`src/rtl/fb_mem_arbiter.sv`:
```
// Frame-buffer memory arbiter: shares one single-port memory between CPU word accesses
// and video read bursts, with bounded CPU latency during bursts and video fairness in idle.
module fb_mem_arbiter #(
    parameter int AW      = 16,
    parameter int DW      = 32,
    parameter int LW      = 5,
    parameter int CPU_RUN = 4
) (
    input  logic          clk,
    input  logic          reset,
    input  logic          cpu_req,
    input  logic          cpu_we,
    input  logic [AW-1:0] cpu_addr,
    input  logic [DW-1:0] cpu_wdata,
    output logic          cpu_gnt,
    output logic          cpu_rvalid,
    output logic [DW-1:0] cpu_rdata,
    input  logic          vid_req,
    input  logic [AW-1:0] vid_addr,
    input  logic [LW-1:0] vid_len,
    output logic          vid_gnt,
    output logic          vid_rvalid,
    output logic [DW-1:0] vid_rdata,
    output logic          vid_done,
    output logic          mem_en,
    output logic          mem_we,
    output logic [AW-1:0] mem_addr,
    output logic [DW-1:0] mem_wdata,
    input  logic [DW-1:0] mem_rdata,
    output logic          busy
);

    // state  | meaning
    // IDLE   | no burst open; CPU ops, single-beat and zero-length bursts complete here
    // VBURST | burst beats 1..len-1 issuing, CPU slotted in after VID_RUN beats
    typedef enum logic {
        IDLE,
        VBURST
    } state_t;

    localparam int         CRW     = $clog2(CPU_RUN + 1);
    localparam logic [2:0] VID_RUN = 3'd4;

    state_t        state_q, state_d;
    logic [AW-1:0] base_q, base_d;
    logic [LW-1:0] len_q, len_d;
    logic [LW-1:0] idx_q, idx_d;
    logic [LW-1:0] remain_q, remain_d;
    logic [CRW-1:0] crun_q, crun_d;
    logic [2:0]    vrun_q, vrun_d;
    logic          cpu_rv_q, cpu_rv_d;
    logic          vid_rv_q, vid_rv_d;
    logic          done_q, done_d;

    always_ff @(posedge clk) begin
        if (!reset) begin
            state_q  <= IDLE;
            base_q   <= '0;
            len_q    <= '0;
            idx_q    <= '0;
            remain_q <= '0;
            crun_q   <= '0;
            vrun_q   <= '0;
            cpu_rv_q <= 1'b0;
            vid_rv_q <= 1'b0;
            done_q   <= 1'b0;
        end else begin
            state_q  <= state_d;
            base_q   <= base_d;
            len_q    <= len_d;
            idx_q    <= idx_d;
            remain_q <= remain_d;
            crun_q   <= crun_d;
            vrun_q   <= vrun_d;
            cpu_rv_q <= cpu_rv_d;
            vid_rv_q <= vid_rv_d;
            done_q   <= done_d;
        end
    end

    always_comb begin
        state_d   = state_q;
        base_d    = base_q;
        len_d     = len_q;
        idx_d     = idx_q;
        remain_d  = remain_q;
        crun_d    = crun_q;
        vrun_d    = vrun_q;
        cpu_rv_d  = 1'b0;
        vid_rv_d  = 1'b0;
        done_d    = 1'b0;
        cpu_gnt   = 1'b0;
        vid_gnt   = 1'b0;
        mem_en    = 1'b0;
        mem_we    = 1'b0;
        mem_addr  = '0;
        mem_wdata = '0;

        // everything combinational stays quiet while reset is held
        if (reset) begin
            case (state_q)
                IDLE: begin
                    if (cpu_req && !(vid_req && crun_q == CRW'(CPU_RUN))) begin
                        cpu_gnt   = 1'b1;
                        mem_en    = 1'b1;
                        mem_we    = cpu_we;
                        mem_addr  = cpu_addr;
                        mem_wdata = cpu_wdata;
                        cpu_rv_d  = !cpu_we;
                    end else if (vid_req) begin
                        vid_gnt = 1'b1;
                        base_d  = vid_addr;
                        len_d   = vid_len;
                        if (vid_len == '0) begin
                            done_d = 1'b1;
                        end else begin
                            mem_en   = 1'b1;
                            mem_addr = vid_addr;
                            vid_rv_d = 1'b1;
                            idx_d    = LW'(1);
                            vrun_d   = 3'd1;
                            if (vid_len == LW'(1)) begin
                                done_d = 1'b1;
                            end else begin
                                remain_d = vid_len - LW'(1);
                                state_d  = VBURST;
                            end
                        end
                    end
                end
                VBURST: begin
                    if (cpu_req && vrun_q == VID_RUN) begin
                        cpu_gnt   = 1'b1;
                        mem_en    = 1'b1;
                        mem_we    = cpu_we;
                        mem_addr  = cpu_addr;
                        mem_wdata = cpu_wdata;
                        cpu_rv_d  = !cpu_we;
                        vrun_d    = 3'd0;
                    end else begin
                        mem_en   = 1'b1;
                        mem_addr = base_q + AW'(idx_q);
                        vid_rv_d = 1'b1;
                        idx_d    = idx_q + LW'(1);
                        remain_d = remain_q - LW'(1);
                        if (vrun_q != VID_RUN)
                            vrun_d = vrun_q + 3'd1;
                        if (remain_q == LW'(1)) begin
                            done_d  = 1'b1;
                            state_d = IDLE;
                        end
                    end
                end
                default: state_d = IDLE;
            endcase

            // run of CPU wins only counts while video is actually waiting
            if (!vid_req || vid_gnt)
                crun_d = '0;
            else if (cpu_gnt && crun_q != CRW'(CPU_RUN))
                crun_d = crun_q + CRW'(1);
        end
    end

    assign cpu_rvalid = cpu_rv_q & reset;
    assign vid_rvalid = vid_rv_q & reset;
    assign vid_done   = done_q & reset;
    assign busy       = (state_q == VBURST) & reset;
    assign cpu_rdata  = mem_rdata;
    assign vid_rdata  = mem_rdata;

endmodule

```
`config.mk`:
```
export PLATFORM = sky130hd
export DESIGN_NAME = fb_mem_arbiter
export DESIGN_NICKNAME = d
export VERILOG_FILES = /design/src/rtl/fb_mem_arbiter.sv
export SDC_FILE = /design/constraint.sdc
export NUM_CORES = 1
export LEC_CHECK = 0
export BUFFER_PORTS_ARGS = -buffer_cell sky130_fd_sc_hd__buf_2
export CORE_ASPECT_RATIO = 1.75
export CORE_UTILIZATION = 35
export DETAILED_ROUTE_END_ITERATION = 10
export PLACE_DENSITY = 0.69
export SYNTH_ARGS = -nofsm -noshare
export SYNTH_HDL_FRONTEND = slang
export SYNTH_SLANG_ARGS = --single-unit
```
`constraint.sdc`:
```
create_clock -name clk -period 5.2 [get_ports clk]
set_clock_uncertainty 0.15 [all_clocks]
set_input_delay 1.3 -clock clk [delete_from_list [all_inputs] [get_ports clk]]
set_output_delay 1.3 -clock clk [all_outputs]
set_load 0.1 [all_outputs]
```
==> metrics.md, run 1 <==
| Metric | Value |
|---|---|
| Die H | 131 um |
| Antenna violations before repair | 1 |
| Worst IR Drop VDD | 128 uV |
| Die area | 0.00995 mm2 |
| WL met2 | 5.89 mm |
| Detailed router's first-iteration violation count | around 190 |
| Top-count cell post-synth | buf_4 |
| GRT overflow | 0 |
| RD Place Congestion | 0.921 |
| Register bit total from synthesis | 36 |
| PwrDens | 257 mW/mm2 |
| Post-synth EDFFs | 0 |
| Storage cell area | 721 um2 |
| Hold_ws | 0.348 ns |
| Synth warn | 0 |
| Largest area contributor in the netlist | dfxtp_1 |
| Hold Path Class | reg2reg |
| GRT Resource Usage Total | between 20% and 30% |
| Setup crit start kind | primary input |
| Netlist cell types | 62 |
| Die width | 75.8 um |
| Max Fanout on Critical Path | 7 |
| Crit share post-route | 89.2% |
| Largest net degree at the start of global routing | 35 |
| Cts bufs inserted | 5 |
| Sequential-to-total area share from yosys stat | around 22% |
| Area delta synth->final | 36.2% |
| WL final | about 11 mm |
| Worst-path clk slew | about 0.050 ns |
| Gate Count Post-Synth | 425 |
| DRC errors left | 0 |
| Leakage | 1.88 nW |
| Tmin final | 4.64 ns |
| Postcts setup bufs | 0 |
| Number of max-cap violations | 0 |
| Met3 routed WL | 583 um |
| Slew Viols, Final | 0 |
| Setup TNS | 0 ns |
| Number of global-route vias before repair | 3268 |
| Max Used Layer | met4 |
| Post-synth top area share | 21.6% |
| Syn Nets | 547 |
| Post-Synthesis Mean Instance Area | about 7.9 um2 |
| Top cells by count, synth | buf_4 (64), and2_1 (38), dfxtp_1 (36) |
| Post-Syn Area | 0.00334 mm2 |
| Slew @ Worst Pin | between 0.6 and 0.7 ns |
| Post-DRT Antenna Nets | 0 |
| RSZ-0062 raised after global routing | no |
| Worst-Skew Late Latency | approximately 0.28 ns |
| Final Instance Area | approximately 0.0045 mm2 |
| Synth async-reset ratio | 0% |
| Number of gates resized after cts | 0 |
| Port bufs | 129 |
| Critical path class | in2out |
| Clock buffer depth | 2 |
| Sink Count | 36 |
| TritonCTS clock tree | done |
| H-tree levels | 2 |
| CTS Root Cell | clkbuf_16 |
| Initial Util | ~36% |
| Average wire per standard cell | 17.7 um |
| Hold Vio Cnt, Final | 0 |
| Slew headroom | 56.7% |
| HPWL Detailed | 8.73 mm |
| Routed vias | 3171 |
| Outcome | finished clean |
| Crit path capture type | output port |
| IO Pins | roughly 230 |
| Core region area | 0.00915 mm2 |
| Nets | 611 |
| Critical path arrival | 3.19 ns |
| Final setup vio count | 0 |
| Prevailing post-synth register cell | dfxtp_1 |
| FILL cells | 884 |
| WL met1 | about 3.8 mm |
| Fraction of layout cells with a size suffix above 1 | a little under two fifths |
| CTS Hold Bufs | 0 |
| Worst EP required | 3.75 ns |
| First-pass GRT wire length | 16.6 mm |
| FP Rows | 46 |
| DR vias/cell | 5.20 |
| Top cells by area, synth | dfxtp_1 (22%), buf_4 (14%), and2_1 (7.1%) |
| Multi-input logic area | 0.00209 mm2 |
| Pre-antenna DRT Iters | 4 |
| Maximum clock rate | 0.216 GHz |
| DP Area | 0.00439 mm2 |
==> kinds of logic (layout without fill, tap and decap cells) <==
logic type / count (synthesis) / count (layout) / synth area share [%]
and+or+nand+nor: 142 / 142 / 22.7
buffers and inverters: 100 / 164 / 18.6
AOI/OAI and AO/OA: 95 / 95 / 20.7
DFF: 36 / 36 / 21.6
muxes: 20 / 20 / 6.00
adders and majority gates: 16 / 16 / 6.22
xor gates and xnor gates: 16 / 16 / 4.20
other: 0 / 1 / 0
==> where the power goes <==
group	switching (W)	total [W]	internal (W)
combinational	0.000365	0.000547	0.000182
sequential	0.0000157	0.000308	0.000293
clock	0.000113	0.000314	0.000201
==> metal layers <==
layer	GRT usage (%)	up-vias
met4	14.7	0
li1	-	1548
met2	39.0	100
met1	22.4	1471
met5	0	-
met3	2.99	52
==> path summary, 6_finish.rpt <==
| path | start | end | slack (ns) | cells after the start |
|---|---|---|---|---|
| setup reg to reg | vrun_q[0] | remain_q[2] | 2.80 | 8 |
| hold / removal | remain_q[4] | remain_q[4] | 0.35 | 2 |
| setup / recovery | vid_len[0] | mem_addr[1] | 0.56 | 8 |
| hold reg to reg | remain_q[4] | remain_q[4] | 0.35 | 2 |
==> sequential cells by signal (all words and copies together), names as in the netlist <==
register,cells
done_q,1
vid_rv_q,1
idx_q,5
base_q,16
state_q,1
crun_q,3
remain_q,5
vrun_q,3
cpu_rv_q,1
==> placed cells by master, fill, tap and decap left out, types with 12 or more instances in the layout <==
master,instances
nand3_1,13
nor2_1,29
inv_1,15
xnor2_1,12
buf_12,42
a21oi_1,34
buf_2,87
dfxtp_1,36
and2_1,38
ha_1,15
buf_4,12
mux2i_1,20
nand2_1,21
==> stage by stage <==
step / total power, W / utilization [%] / instances / setup WS, ns
after floorplan: 0.000909 / - / 425 / -0.659
after CTS: 0.00117 / 49.6 / 609 / 0.559
after global routing: 0.00121 / 49.7 / 610 / 0.428
after detailed placement: 0.000861 / 48.0 / 602 / 0.560
final: 0.00117 / 49.7 / 610 / 0.561
after global placement: 0.000853 / 48.0 / 602 / 0.609
==> area by class of cell <==
type | instances | share of cell area (%)
Multi-Input combinational cell | 289 | 46.1
Clock buffer | 7 | 3.36
Tap cell | 120 | 3.30
Sequential cell | 36 | 15.9
Inverter | 16 | 1.32
Timing Repair Buffer | 141 | 30.1
Antenna cell | 1 | 0.0551
==> worst max-delay path: stages <==
cell	delay, ns
buf_2	0.12
inv_1	0.06
ha_1	0.20
a21boi_1	0.32
and2_1	0.41
a221oi_1	0.14
a211oi_1	0.39
buf_12	0.23
(Power assumes the default switching activity.)
==> run 2, diff against run 1 <==
- CAP_MARGIN: not set -> 20
- CTS_BUF_LIST: not set -> sky130_fd_sc_hd__clkbuf_2
==> run 2 against run 1 <==
Final cell count increased by 0.16%. Critical path depth stayed put. Global-route usage shrank 0.39 points. Fmax is 0.32% lower. Critical path type unchanged. First-iteration DRC count shrank 22%. Largest cell class unchanged. Register-to-register slack barely moved. Critical endpoint unchanged. Sequential power about the same.
==> metrics.md, run 2 (synthesized netlist as in run 1, its figures left out) <==
| Metric | Value |
|---|---|
| Hold Vio Cnt, Final | 0 |
| GRT overflow | 0 |
| Slew headroom | 58.0% |
| RSZ-0062 raised after global routing | no |
| Reg2reg end | remain_q[2] |
| Antenna violations before repair | 2 |
| DRC errors left | 0 |
| Commonest non-fill, non-tap cells in the layout | buf_2 (87), buf_12 (42), and2_1 (38) |
| Critical path class | in2out |
| Inst Count DP | 602 |
| Crit path cell chain | buf_2, inv_1, ha_1, a21boi_1, and2_1, a221oi_1, a211oi_1, buf_12 |
| Max Fanout on Critical Path | 7 |
| Average wire per standard cell | approximately 17 um |
| First-pass GRT wire length | about 16 mm |
| Cts bufs inserted | 5 |
| Routed vias | 3170 |
| Maximum clock rate | between 0.2 and 0.25 GHz |
| Tmin final | 4.65 ns |
| CTS Hold Bufs | 0 |
| Core region area | roughly 0.009 mm2 |
| HPWL Detailed | around 8.7 mm |
| Hold Path Class | reg2reg |
| Final Power | slightly below 0.001 W |
| Fraction of layout cells with a size suffix above 1 | 36.4% |
| PwrDens | 221 mW/mm2 |
| Worst IR Drop VDD | 113 uV |
| Number of max-cap violations | 0 |
| Crit Reg-Reg Startpoint | vrun_q[0] |
| Worst Hold End | remain_q[4] |
| Critical path arrival | between 3 and 4 ns |
| Clock buffer depth | 2 |
| Slew @ Worst Pin | 0.630 ns |
| Leakage | 1.83 nW |
| WL final | ~11 mm |
| Reg-to-reg setup timing slack | ~2.8 ns |
| Nets | 611 |
| Pre-antenna DRT Iters | 4 |
| Largest register by flop count | base_q |
| IO Pins | approximately 230 |
| Initial Util | 36.5% |
| Final Instance Area | 0.00443 mm2 |
| RD Place Congestion | about 0.92 |
| Crit path buf inv count | 3 |
| Number of global-route vias before repair | 3219 |
| Most common cell after layout, fill and taps aside | buf_2 |
| Die H | around 130 um |
| Sink Count | 36 |
| HP Start | remain_q[4] |
| Fin cells | 611 |
| Worst-path clk slew | 0.16 ns |
| FILL cells | 899 |
| Crit-path slowest cell | and2_1 |
| Biggest regs | base_q (16), idx_q (5), remain_q (5) |
| Worst path max stage delay | 0.41 ns |
| Worst EP required | about 3.8 ns |
| Crit path capture type | output port |
| Min-Delay Path Depth | 2 |
| Storage cell area | approximately 720 um2 |
| Crit share post-route | 89.5% |
| Max reg flops | 16 |
| Postcts setup bufs | 0 |
| Post-DRT Antenna Nets | 0 |
| Die width | between 70 and 80 um |
| Largest net degree at the start of global routing | 35 |
| Worst-Skew Late Latency | roughly 0.38 ns |
| DR vias/cell | 5.19 |
| Slew Viols, Final | 0 |
| Detailed router's first-iteration violation count | 149 |
| DP Area | 0.00439 mm2 |
| Final setup vio count | 0 |
| Setup crit start kind | primary input |
| GRT Resource Usage Total | 21.6% |
| CTS Root Cell | clkbuf_2 |
| FP Rows | 46 |
| H-tree levels | 2 |
| CP Depth | 8 |
| Port bufs | roughly 130 |
| Reg2reg path depth | 8 |
| Number of gates resized after cts | 0 |
| Area delta synth->final | 32.6% |
| Die area | 0.00995 mm2 |
| Multi-input logic area | roughly 0.0021 mm2 |
| TritonCTS clock tree | done |
| Delay-heaviest family, CP | compound AO/OA/AOI/OAI gates |
| Outcome | finished clean |
[run 2: cell types whose count changed in the layout (fill, tap and decap cells not counted)]
cell / delta
clkbuf_16: -5
clkbuf_8: -2
diode_2: +1
clkinv_1: +2
clkbuf_2: +5
[run 2: layout make-up]
cell class	instances	share of cell area [%]
Clock inverter	2	0.170
Sequential cell	36	16.3
Inverter	16	1.36
Antenna cell	2	0.113
Clock buffer	5	0.565
Tap cell	120	3.39
Timing Repair Buffer	141	30.9
Multi-Input combinational cell	289	47.3
[run 2: metrics by stage]
stage	hold slack [ns]	setup WS (ns)	TNS (ns)	util [%]
2_1_floorplan	0.307	-0.659	-0.913	-
3_3_place_gp	0.332	0.609	0	48.0
3_5_place_dp	0.337	0.560	0	48.0
4_1_cts	0.360	0.559	0	48.3
5_1_grt	0.396	0.430	0	48.4
6_report	0.364	0.546	0	48.4
[run 2: report_power, final]
part	total [W]	internal, W	switching (W)	leakage, nW
registers	0.000308	0.000293	0.0000156	0.294
logic	0.000547	0.000182	0.000365	1.51
clock network	0.000122	0.0000277	0.0000939	0.0239
total	0.000976	0.000502	0.000474	1.83
[run 2: worst max path at each step]
| stage | end | start | slack (ns) |
|---|---|---|---|
| detailed placement | mem_addr[11] | vid_req | 0.56 |
| global route | mem_addr[1] | vid_len[0] | 0.43 |
| CTS | mem_addr[11] | vid_req | 0.56 |
| global placement | mem_addr[1] | vid_len[0] | 0.61 |
| finish | mem_addr[1] | vid_len[0] | 0.55 |
| floorplan | mem_addr[1] | vid_len[0] | -0.66 |
[run 2: routing by layer]
metal	global-route usage [%]	vias up	wire length (um)
met5	0	-	0
met1	22.6	1481	3810
met3	2.84	48	536
li1	-	1549	-
met2	38.2	92	5820
met4	13.5	0	518
[run 2: tightest hold or removal path: stages, from the launching register on]
cell     delay, ns
dfxtp_1       0.36
o21ai_0       0.07
a21oi_1       0.06
